--- src/rtl/mac8_ctrl_pkg.sv ---
// Shared types and widths for the MAC8 accumulator controller.
// The per-entry saturation flag exists only when MAC8_SAT_EN is defined.
package mac8_ctrl_pkg;

    localparam int MAC8_ACC_W         = 32;
    localparam int MAC8_TRANS_ID_BITS = 3;

    typedef enum logic {
        MAC8_INIT = 1'b0,
        MAC8_ACC  = 1'b1
    } mac8_op_e;

    typedef struct packed {
        logic [MAC8_TRANS_ID_BITS-1:0] trans_id;
        logic [MAC8_ACC_W-1:0]         value;
`ifdef MAC8_SAT_EN
        logic                          sat;
`endif
    } mac8_entry_t;

endpackage

--- src/rtl/mac8_acc_ctrl_if.sv ---
// Issue / writeback / commit bundle of the MAC8 accumulator controller.
// sat_o is present only when MAC8_SAT_EN is defined.
interface mac8_acc_ctrl_if
    import mac8_ctrl_pkg::*;
#(
    parameter int DEPTH         = 4,
    parameter int TRANS_ID_BITS = MAC8_TRANS_ID_BITS,
    parameter int ACC_W         = MAC8_ACC_W
);

    // An op transfers on a cycle where issue_valid_i & issue_ready_o are both
    // high and flush_i is low; the offer must hold its fields while valid is high.
    logic                     flush_i;
    logic                     issue_valid_i;
    logic                     issue_ready_o;
    mac8_op_e                 issue_op_i;
    logic [ACC_W-1:0]         issue_data_i;
    logic [TRANS_ID_BITS-1:0] issue_trans_id_i;
    logic                     result_valid_o;
    logic [ACC_W-1:0]         result_o;
    logic [TRANS_ID_BITS-1:0] result_trans_id_o;
    logic                     commit_valid_i;
    logic [TRANS_ID_BITS-1:0] commit_trans_id_i;
    logic                     commit_err_o;
    logic [ACC_W-1:0]         acc_arch_o;
    logic [$clog2(DEPTH):0]   pending_cnt_o;
`ifdef MAC8_SAT_EN
    logic                     sat_o;
`endif

    modport master (
        output flush_i, issue_valid_i, issue_op_i, issue_data_i, issue_trans_id_i,
        output commit_valid_i, commit_trans_id_i,
`ifdef MAC8_SAT_EN
        input  sat_o,
`endif
        input  issue_ready_o, result_valid_o, result_o, result_trans_id_o,
        input  commit_err_o, acc_arch_o, pending_cnt_o
    );

    modport slave (
        input  flush_i, issue_valid_i, issue_op_i, issue_data_i, issue_trans_id_i,
        input  commit_valid_i, commit_trans_id_i,
`ifdef MAC8_SAT_EN
        output sat_o,
`endif
        output issue_ready_o, result_valid_o, result_o, result_trans_id_o,
        output commit_err_o, acc_arch_o, pending_cnt_o
    );

endinterface

--- src/rtl/mac8_spec_fifo.sv ---
// In-order queue of issued-but-uncommitted MAC8 entries; pointers carry an
// extra wrap bit so full and empty are distinguishable. Clear wins over push/pop.
module mac8_spec_fifo #(
    parameter int DEPTH = 4,
    parameter int W     = 8
) (
    input  logic                   clk_i,
    input  logic                   rst_ni,
    input  logic                   push_i,
    input  logic [W-1:0]           data_i,
    input  logic                   pop_i,
    input  logic                   clear_i,
    output logic [W-1:0]           head_o,
    output logic                   full_o,
    output logic                   empty_o,
    output logic [$clog2(DEPTH):0] count_o
);

    localparam int PTR_W = $clog2(DEPTH);
    localparam logic [PTR_W:0] PTR_ONE = 1;

    logic [PTR_W:0] wr_ptr_q, wr_ptr_d;
    logic [PTR_W:0] rd_ptr_q, rd_ptr_d;
    logic [W-1:0]   mem_q [DEPTH];

    always_comb begin
        wr_ptr_d = wr_ptr_q;
        rd_ptr_d = rd_ptr_q;
        if (push_i) wr_ptr_d = wr_ptr_q + PTR_ONE;
        if (pop_i)  rd_ptr_d = rd_ptr_q + PTR_ONE;
        if (clear_i) begin
            wr_ptr_d = '0;
            rd_ptr_d = '0;
        end
    end

    always_ff @(posedge clk_i or negedge rst_ni) begin
        if (!rst_ni) begin
            wr_ptr_q <= '0;
            rd_ptr_q <= '0;
        end else begin
            wr_ptr_q <= wr_ptr_d;
            rd_ptr_q <= rd_ptr_d;
        end
    end

    // Storage needs no reset: an entry is only read after it has been written.
    always_ff @(posedge clk_i) begin
        if (push_i) mem_q[wr_ptr_q[PTR_W-1:0]] <= data_i;
    end

    assign head_o  = mem_q[rd_ptr_q[PTR_W-1:0]];
    assign empty_o = (wr_ptr_q == rd_ptr_q);
    assign full_o  = (wr_ptr_q[PTR_W] != rd_ptr_q[PTR_W]) &&
                     (wr_ptr_q[PTR_W-1:0] == rd_ptr_q[PTR_W-1:0]);
    assign count_o = wr_ptr_q - rd_ptr_q;

endmodule

--- src/rtl/mac8_acc_ctrl.sv ---
// Speculation-safe MAC8 accumulator controller: speculative and architectural
// accumulators plus a pending-op queue. MAC8_SAT_EN selects saturating ACC adds.
module mac8_acc_ctrl
    import mac8_ctrl_pkg::*;
#(
    parameter int DEPTH         = 4,
    parameter int TRANS_ID_BITS = MAC8_TRANS_ID_BITS,
    parameter int ACC_W         = MAC8_ACC_W
) (
    input  logic           clk_i,
    input  logic           rst_ni,
    mac8_acc_ctrl_if.slave bus
);

    localparam int CNT_W = $clog2(DEPTH) + 1;
    localparam int ENT_W = $bits(mac8_entry_t);

    logic [ACC_W-1:0]         spec_q, spec_d;
    logic [ACC_W-1:0]         arch_q, arch_d;
    logic [ACC_W-1:0]         result_q, result_d;
    logic [TRANS_ID_BITS-1:0] result_id_q, result_id_d;
    logic                     result_valid_q, result_valid_d;
    logic                     commit_err_q, commit_err_d;
    logic                     alive_q, alive_d;
    logic [ACC_W-1:0]         sum, new_val;
    logic                     accept, commit_ok, full, empty;
    logic [CNT_W-1:0]         count;
    logic [ENT_W-1:0]         head_bits;
    mac8_entry_t              head, push_entry;
`ifdef MAC8_SAT_EN
    localparam logic [ACC_W-1:0] SAT_MAX = {1'b0, {(ACC_W-1){1'b1}}};
    localparam logic [ACC_W-1:0] SAT_MIN = {1'b1, {(ACC_W-1){1'b0}}};
    logic new_sat;
    logic sat_q, sat_d;
`endif

    assign accept    = bus.issue_valid_i & bus.issue_ready_o & ~bus.flush_i;
    assign head      = mac8_entry_t'(head_bits);
    assign commit_ok = bus.commit_valid_i & ~empty &
                       (head.trans_id == bus.commit_trans_id_i);

    // Value the offered op would produce on top of the current speculative state.
    always_comb begin
        sum     = spec_q + bus.issue_data_i;
        new_val = sum;
`ifdef MAC8_SAT_EN
        new_sat = 1'b0;
        if ((spec_q[ACC_W-1] == bus.issue_data_i[ACC_W-1]) &&
            (sum[ACC_W-1] != spec_q[ACC_W-1])) begin
            new_sat = 1'b1;
            new_val = spec_q[ACC_W-1] ? SAT_MIN : SAT_MAX;
        end
`endif
        if (bus.issue_op_i == MAC8_INIT) begin
            new_val = bus.issue_data_i;
`ifdef MAC8_SAT_EN
            new_sat = 1'b0;
`endif
        end
        push_entry          = '0;
        push_entry.trans_id = bus.issue_trans_id_i;
        push_entry.value    = new_val;
`ifdef MAC8_SAT_EN
        push_entry.sat      = new_sat;
`endif
    end

    // Commit resolves before flush, so a flush restores the just-committed value.
    always_comb begin
        alive_d        = 1'b1;
        arch_d         = commit_ok ? head.value : arch_q;
        spec_d         = spec_q;
        if (bus.flush_i)  spec_d = arch_d;
        else if (accept)  spec_d = new_val;
        result_valid_d = accept;
        result_d       = accept ? new_val : result_q;
        result_id_d    = accept ? bus.issue_trans_id_i : result_id_q;
        commit_err_d   = bus.commit_valid_i & ~commit_ok;
`ifdef MAC8_SAT_EN
        sat_d          = sat_q | (commit_ok & head.sat);
`endif
    end

    always_ff @(posedge clk_i or negedge rst_ni) begin
        if (!rst_ni) begin
            spec_q         <= '0;
            arch_q         <= '0;
            result_q       <= '0;
            result_id_q    <= '0;
            result_valid_q <= 1'b0;
            commit_err_q   <= 1'b0;
            alive_q        <= 1'b0;
`ifdef MAC8_SAT_EN
            sat_q          <= 1'b0;
`endif
        end else begin
            spec_q         <= spec_d;
            arch_q         <= arch_d;
            result_q       <= result_d;
            result_id_q    <= result_id_d;
            result_valid_q <= result_valid_d;
            commit_err_q   <= commit_err_d;
            alive_q        <= alive_d;
`ifdef MAC8_SAT_EN
            sat_q          <= sat_d;
`endif
        end
    end

    mac8_spec_fifo #(
        .DEPTH (DEPTH),
        .W     (ENT_W)
    ) u_fifo (
        .clk_i   (clk_i),
        .rst_ni  (rst_ni),
        .push_i  (accept),
        .data_i  (push_entry),
        .pop_i   (commit_ok),
        .clear_i (bus.flush_i),
        .head_o  (head_bits),
        .full_o  (full),
        .empty_o (empty),
        .count_o (count)
    );

    // alive_q keeps ready low while reset is asserted.
    assign bus.issue_ready_o     = alive_q & ~full;
    assign bus.result_valid_o    = result_valid_q;
    assign bus.result_o          = result_q;
    assign bus.result_trans_id_o = result_id_q;
    assign bus.commit_err_o      = commit_err_q;
    assign bus.acc_arch_o        = arch_q;
    assign bus.pending_cnt_o     = count;
`ifdef MAC8_SAT_EN
    assign bus.sat_o             = sat_q;
`endif

endmodule

--- src/flat_wrapper.sv ---
// flat-port wrapper written by rule: the top's interface ports become plain ports
module mac8_acc_ctrl_flat import mac8_ctrl_pkg::*;
#(
    parameter int DEPTH         = 4,
    parameter int TRANS_ID_BITS = MAC8_TRANS_ID_BITS,
    parameter int ACC_W         = MAC8_ACC_W
)
  (clk_i, rst_ni, bus_flush_i, bus_issue_valid_i, bus_issue_op_i, bus_issue_data_i, bus_issue_trans_id_i, bus_commit_valid_i, bus_commit_trans_id_i, bus_issue_ready_o, bus_result_valid_o, bus_result_o, bus_result_trans_id_o, bus_commit_err_o, bus_acc_arch_o, bus_pending_cnt_o);
  mac8_acc_ctrl_if #(.DEPTH(DEPTH), .TRANS_ID_BITS(TRANS_ID_BITS), .ACC_W(ACC_W)) bus_i ();
  input  logic clk_i;
  input  logic rst_ni;
  input wire logic [$bits(bus_i.flush_i)-1:0] bus_flush_i;
  input wire logic [$bits(bus_i.issue_valid_i)-1:0] bus_issue_valid_i;
  input wire logic [$bits(bus_i.issue_op_i)-1:0] bus_issue_op_i;
  input wire logic [$bits(bus_i.issue_data_i)-1:0] bus_issue_data_i;
  input wire logic [$bits(bus_i.issue_trans_id_i)-1:0] bus_issue_trans_id_i;
  input wire logic [$bits(bus_i.commit_valid_i)-1:0] bus_commit_valid_i;
  input wire logic [$bits(bus_i.commit_trans_id_i)-1:0] bus_commit_trans_id_i;
  output wire logic [$bits(bus_i.issue_ready_o)-1:0] bus_issue_ready_o;
  output wire logic [$bits(bus_i.result_valid_o)-1:0] bus_result_valid_o;
  output wire logic [$bits(bus_i.result_o)-1:0] bus_result_o;
  output wire logic [$bits(bus_i.result_trans_id_o)-1:0] bus_result_trans_id_o;
  output wire logic [$bits(bus_i.commit_err_o)-1:0] bus_commit_err_o;
  output wire logic [$bits(bus_i.acc_arch_o)-1:0] bus_acc_arch_o;
  output wire logic [$bits(bus_i.pending_cnt_o)-1:0] bus_pending_cnt_o;
  assign bus_i.flush_i = bus_flush_i;
  assign bus_i.issue_valid_i = bus_issue_valid_i;
  assign bus_i.issue_op_i = bus_issue_op_i;
  assign bus_i.issue_data_i = bus_issue_data_i;
  assign bus_i.issue_trans_id_i = bus_issue_trans_id_i;
  assign bus_i.commit_valid_i = bus_commit_valid_i;
  assign bus_i.commit_trans_id_i = bus_commit_trans_id_i;
  assign bus_issue_ready_o = bus_i.issue_ready_o;
  assign bus_result_valid_o = bus_i.result_valid_o;
  assign bus_result_o = bus_i.result_o;
  assign bus_result_trans_id_o = bus_i.result_trans_id_o;
  assign bus_commit_err_o = bus_i.commit_err_o;
  assign bus_acc_arch_o = bus_i.acc_arch_o;
  assign bus_pending_cnt_o = bus_i.pending_cnt_o;
  mac8_acc_ctrl #(.DEPTH(DEPTH), .TRANS_ID_BITS(TRANS_ID_BITS), .ACC_W(ACC_W)) u_core (.clk_i(clk_i), .rst_ni(rst_ni), .bus(bus_i));
endmodule
--- config.mk ---
export PLATFORM = sky130hd
export DESIGN_NAME = mac8_acc_ctrl_flat
export DESIGN_NICKNAME = d
export VERILOG_FILES = /design/src/rtl/mac8_ctrl_pkg.sv /design/src/rtl/mac8_acc_ctrl_if.sv /design/src/rtl/mac8_spec_fifo.sv /design/src/rtl/mac8_acc_ctrl.sv /design/src/flat_wrapper.sv
export SDC_FILE = /design/constraint.sdc
export NUM_CORES = 1
export LEC_CHECK = 0
export CORE_MARGIN = 2
export CORE_UTILIZATION = 45
export CTS_BUF_LIST = sky130_fd_sc_hd__clkbuf_2
export CTS_CLUSTER_SIZE = 30
export DETAILED_ROUTE_END_ITERATION = 8
export PLACE_DENSITY_LB_ADDON = 0.25
export REMOVE_ABC_BUFFERS = 1
export SKIP_CTS_REPAIR_TIMING = 1
export SLEW_MARGIN = 20
export SYNTH_ARGS = -nofsm -noshare
export SYNTH_HDL_FRONTEND = slang
export SYNTH_SLANG_ARGS = --single-unit
export TNS_END_PERCENT = 50
--- constraint.sdc ---
create_clock -name clk_i -period 8.5 [get_ports clk_i]
set_clock_uncertainty 0.1 [all_clocks]
set_input_delay 1.7 -clock clk_i [delete_from_list [all_inputs] [get_ports clk_i]]
set_output_delay 1.7 -clock clk_i [all_outputs]
set_load 0.01 [all_outputs]
==> run metrics <==
Final Cycle Share 0.545; drt total wl 28,900 µm; Longest Clk Path Bufs 3; Synth Instances between 900 and 1,000; total power 3480 µW; DR DRC count 0; Filler Cells Inserted 2,278; PD cells 249 mW/mm²; count of pins over their slew limit 0; Final nets roughly 1,200; Internal 2360 µW; clock sinks 248; R2R cell count 9; Compound-Gate Fraction of Synth Area 0.107; Final Critical Period 4.63 ns; initial antenna violation count 1; worst hold path depth 2; number of DRC markers in iteration 0 579; Post-DP HPWL ~19,000 µm; Worst Setup Slack, final 3.87 ns; via count 7,953; final hold violations 0; final instance area 0.0140 mm²; vias in the first global route 8,340; Vias per Instance approximately 5.4; row count 59; I/O Pins 117; clk slew on worst S/H paths 0.09 ns; Critical Path End Type output pin; slew margin rel. 0.360; sequential area share after synthesis 0.582; post-synthesis adder-cell area fraction 0.0434; pin count of the biggest net entering global routing 69; Antenna Violating Nets Remaining 0; core region area 0.0260 mm²; CP Class reg -> out; post-placement setup slack roughly 3.2 ns; first-pass GRT wire length 45,800 µm; CTS H-Tree Depth 3; Wirelength per Cell around 20 µm; initial core utilization 0.457; ys flop type edfxtp_1; CP max FO 39; gpl congestion 0.883; Final Instance Count excl. Fillers 1,460; area grow syn2layout 17.8%; Sw Pwr 1120 µW; Mapped Avg Cell Area 12.9 µm²; largest family of logic cells by synthesized area multiplexers; xor and xnor area share after synthesis 0.0236; Yosys warnings 0; number of buffers added on ports 116; Die Area 0.0277 mm²; outcome completed; Gate power share 0.295; RSZ-0062 raised after global routing false; Post-DP Area about 0.013 mm²; CTS tree built; Worst Tran Pin Value 0.960 ns; Post-synth EDFFs 140; Seq pwr share 0.446; VDD IR-drop max 0.121 mV; Die Ht 166 µm; ys async rst share 0.435; drt first pass iters 5; dpl cells 1,338; setup TNS 0 ns; Skew-Pair Late Insertion Delay about 0.8 ns; Finish-stage setup viols 0; post-synth top area cell edfxtp_1; Synth Register Bits 248; top-area cell type share of the netlist area 0.354; mux contribution to synthesized area 0.125; Leakage Power approximately 0.0059 µW; FMAX approximately 0.22 GHz; GRT Residual Overflow 0; Critical Path RT roughly 6.7 ns; Unique masters post-synth 62; Simple-Gate Fraction of Synth Area 0.0879; sw frac 0.323; Die X between 150 and 200 µm; top cells by instance count after synthesis 140 x edfxtp_1, 108 x dfrtp_1, 95 x nand2_1; cell with the most instances after synthesis edfxtp_1; Syn Std Cell Area 0.0119 mm²; Hold Path Class reg -> reg; Worst Setup Start Kind flop; Max Cap Viol 0; CP arrival 2.83 ns; CTS Root Cell clkbuf_2; Total GRT Usage 0.211; synth top area cells edfxtp_1 35%, dfrtp_1 23%, mux4_2 6.6%; clock group share of total power 0.259; layout cell share with drive strength beyond 1 0.195; Num CTS Buffers 66
## layout make-up
cell class | instances | area (µm²) | share of cell area
repair buffers | 129 | 1250 | 0.0891
clock buffers | 104 | 520 | 0.0372
well taps | 335 | 419 | 0.0300
diodes | 2 | 5.00 | 0.000358
multi-input cells | 587 | 4600 | 0.329
clock inverters | 16 | 144 | 0.0103
flip-flops and latches | 248 | 6910 | 0.494
inverters | 39 | 146 | 0.0105
## cell families after synthesis
logic type	count (synthesis)
flip-flops	248
AND/OR/NAND/NOR	223
AO/OA/AOI/OAI	195
multiplexers	96
buffers and inverters	89
adder cells (fa/ha/maj)	40
XOR/XNOR	32
other	1
## layout by cell type (no fill, tap or decap), types with 3 or more instances in the layout
cell type / synthesis / layout
a211oi_1: 9 / 9
a21o_1: 28 / 28
a21oi_1: 44 / 44
a21oi_2: 9 / 9
a31oi_1: 7 / 7
and2_1: 5 / 5
and3_1: 22 / 20
buf_4: 0 / 14
bufinv_16: 0 / 3
clkbuf_2: 1 / 104
clkdlybuf4s50_1: 0 / 113
clkinv_1: 0 / 10
dfrtp_1: 108 / 107
edfxtp_1: 140 / 140
ha_1: 38 / 38
inv_1: 38 / 38
mux2_2: 25 / 25
mux2_4: 12 / 12
mux2i_1: 24 / 24
mux4_2: 35 / 35
nand2_1: 95 / 94
nand2b_1: 5 / 5
nand3_1: 12 / 12
nand4_1: 6 / 6
nor2_1: 49 / 49
nor2b_1: 3 / 3
nor3_1: 12 / 12
o211ai_1: 4 / 4
o21a_1: 3 / 3
o21ai_0: 49 / 49
o21ai_1: 16 / 16
o31a_1: 3 / 3
or3_1: 6 / 6
xnor2_1: 21 / 21
xor2_1: 11 / 11
## worst max-delay path, stage by stage, from the launching register on
cell	delay [ns]
dfrtp_1	0.33
buf_4	0.53
inv_1	0.10
ha_1	0.32
nand2_1	0.08
o21a_1	0.16
clkdlybuf4s50_1	0.55
## metrics by stage
stage	hold WS (ns)	utilization
finish	0.383	0.538
global route	0.405	0.538
CTS	0.390	0.538
detailed placement	0.362	0.513
global placement	0.360	0.513
floorplan	0.414	-
## power by group through the flow
| stage | Combinational [µW] | Clock [µW] | Sequential (µW) |
|---|---|---|---|
| finish | 1030 | 900 | 1550 |
| global route | 1130 | 990 | 1570 |
| CTS | 1030 | 932 | 1550 |
| detailed placement | 1020 | 0 | 1580 |
| global placement | 1010 | 0 | 1580 |
| floorplan | 584 | 0 | 1600 |
## registers in the layout, summed over array words and instances (netlist names)
register / cells
u_core.alive_q: 1
u_core.bus.acc_arch_o: 32
u_core.bus.commit_err_o: 1
u_core.bus.result_o: 32
u_core.bus.result_trans_id_o: 3
u_core.bus.result_valid_o: 1
u_core.spec_q: 32
u_core.u_fifo.mem_q: 140
u_core.u_fifo.rd_ptr_q: 3
u_core.u_fifo.wr_ptr_q: 3
## layer usage
metal  vias up  global-route usage  share of wire
met2       230               0.350           0.49
met5         -                   0              0
met1      3935               0.287           0.45
met4         0              0.0581          0.016
li1       3739                   -              -
met3        49              0.0413          0.045
## worst paths after layout
kind / start / endpoint / slack [ns]
setup / recovery: u_core.u_fifo.rd_ptr_q[1] / bus_issue_ready_o / 3.87
hold / removal: u_core.bus.result_o[7] / u_core.bus.result_o[7] / 0.38
setup reg to reg: u_core.u_fifo.rd_ptr_q[1] / u_core.u_fifo.mem_q[1][21] / 4.76
hold reg to reg: u_core.bus.result_o[7] / u_core.bus.result_o[7] / 0.38
max in group asynchronous: rst_ni / u_core.u_fifo.rd_ptr_q[0] / 6.04
min in group asynchronous: rst_ni / u_core.spec_q[1] / 0.79
Power figures use the tool's default switching activity.
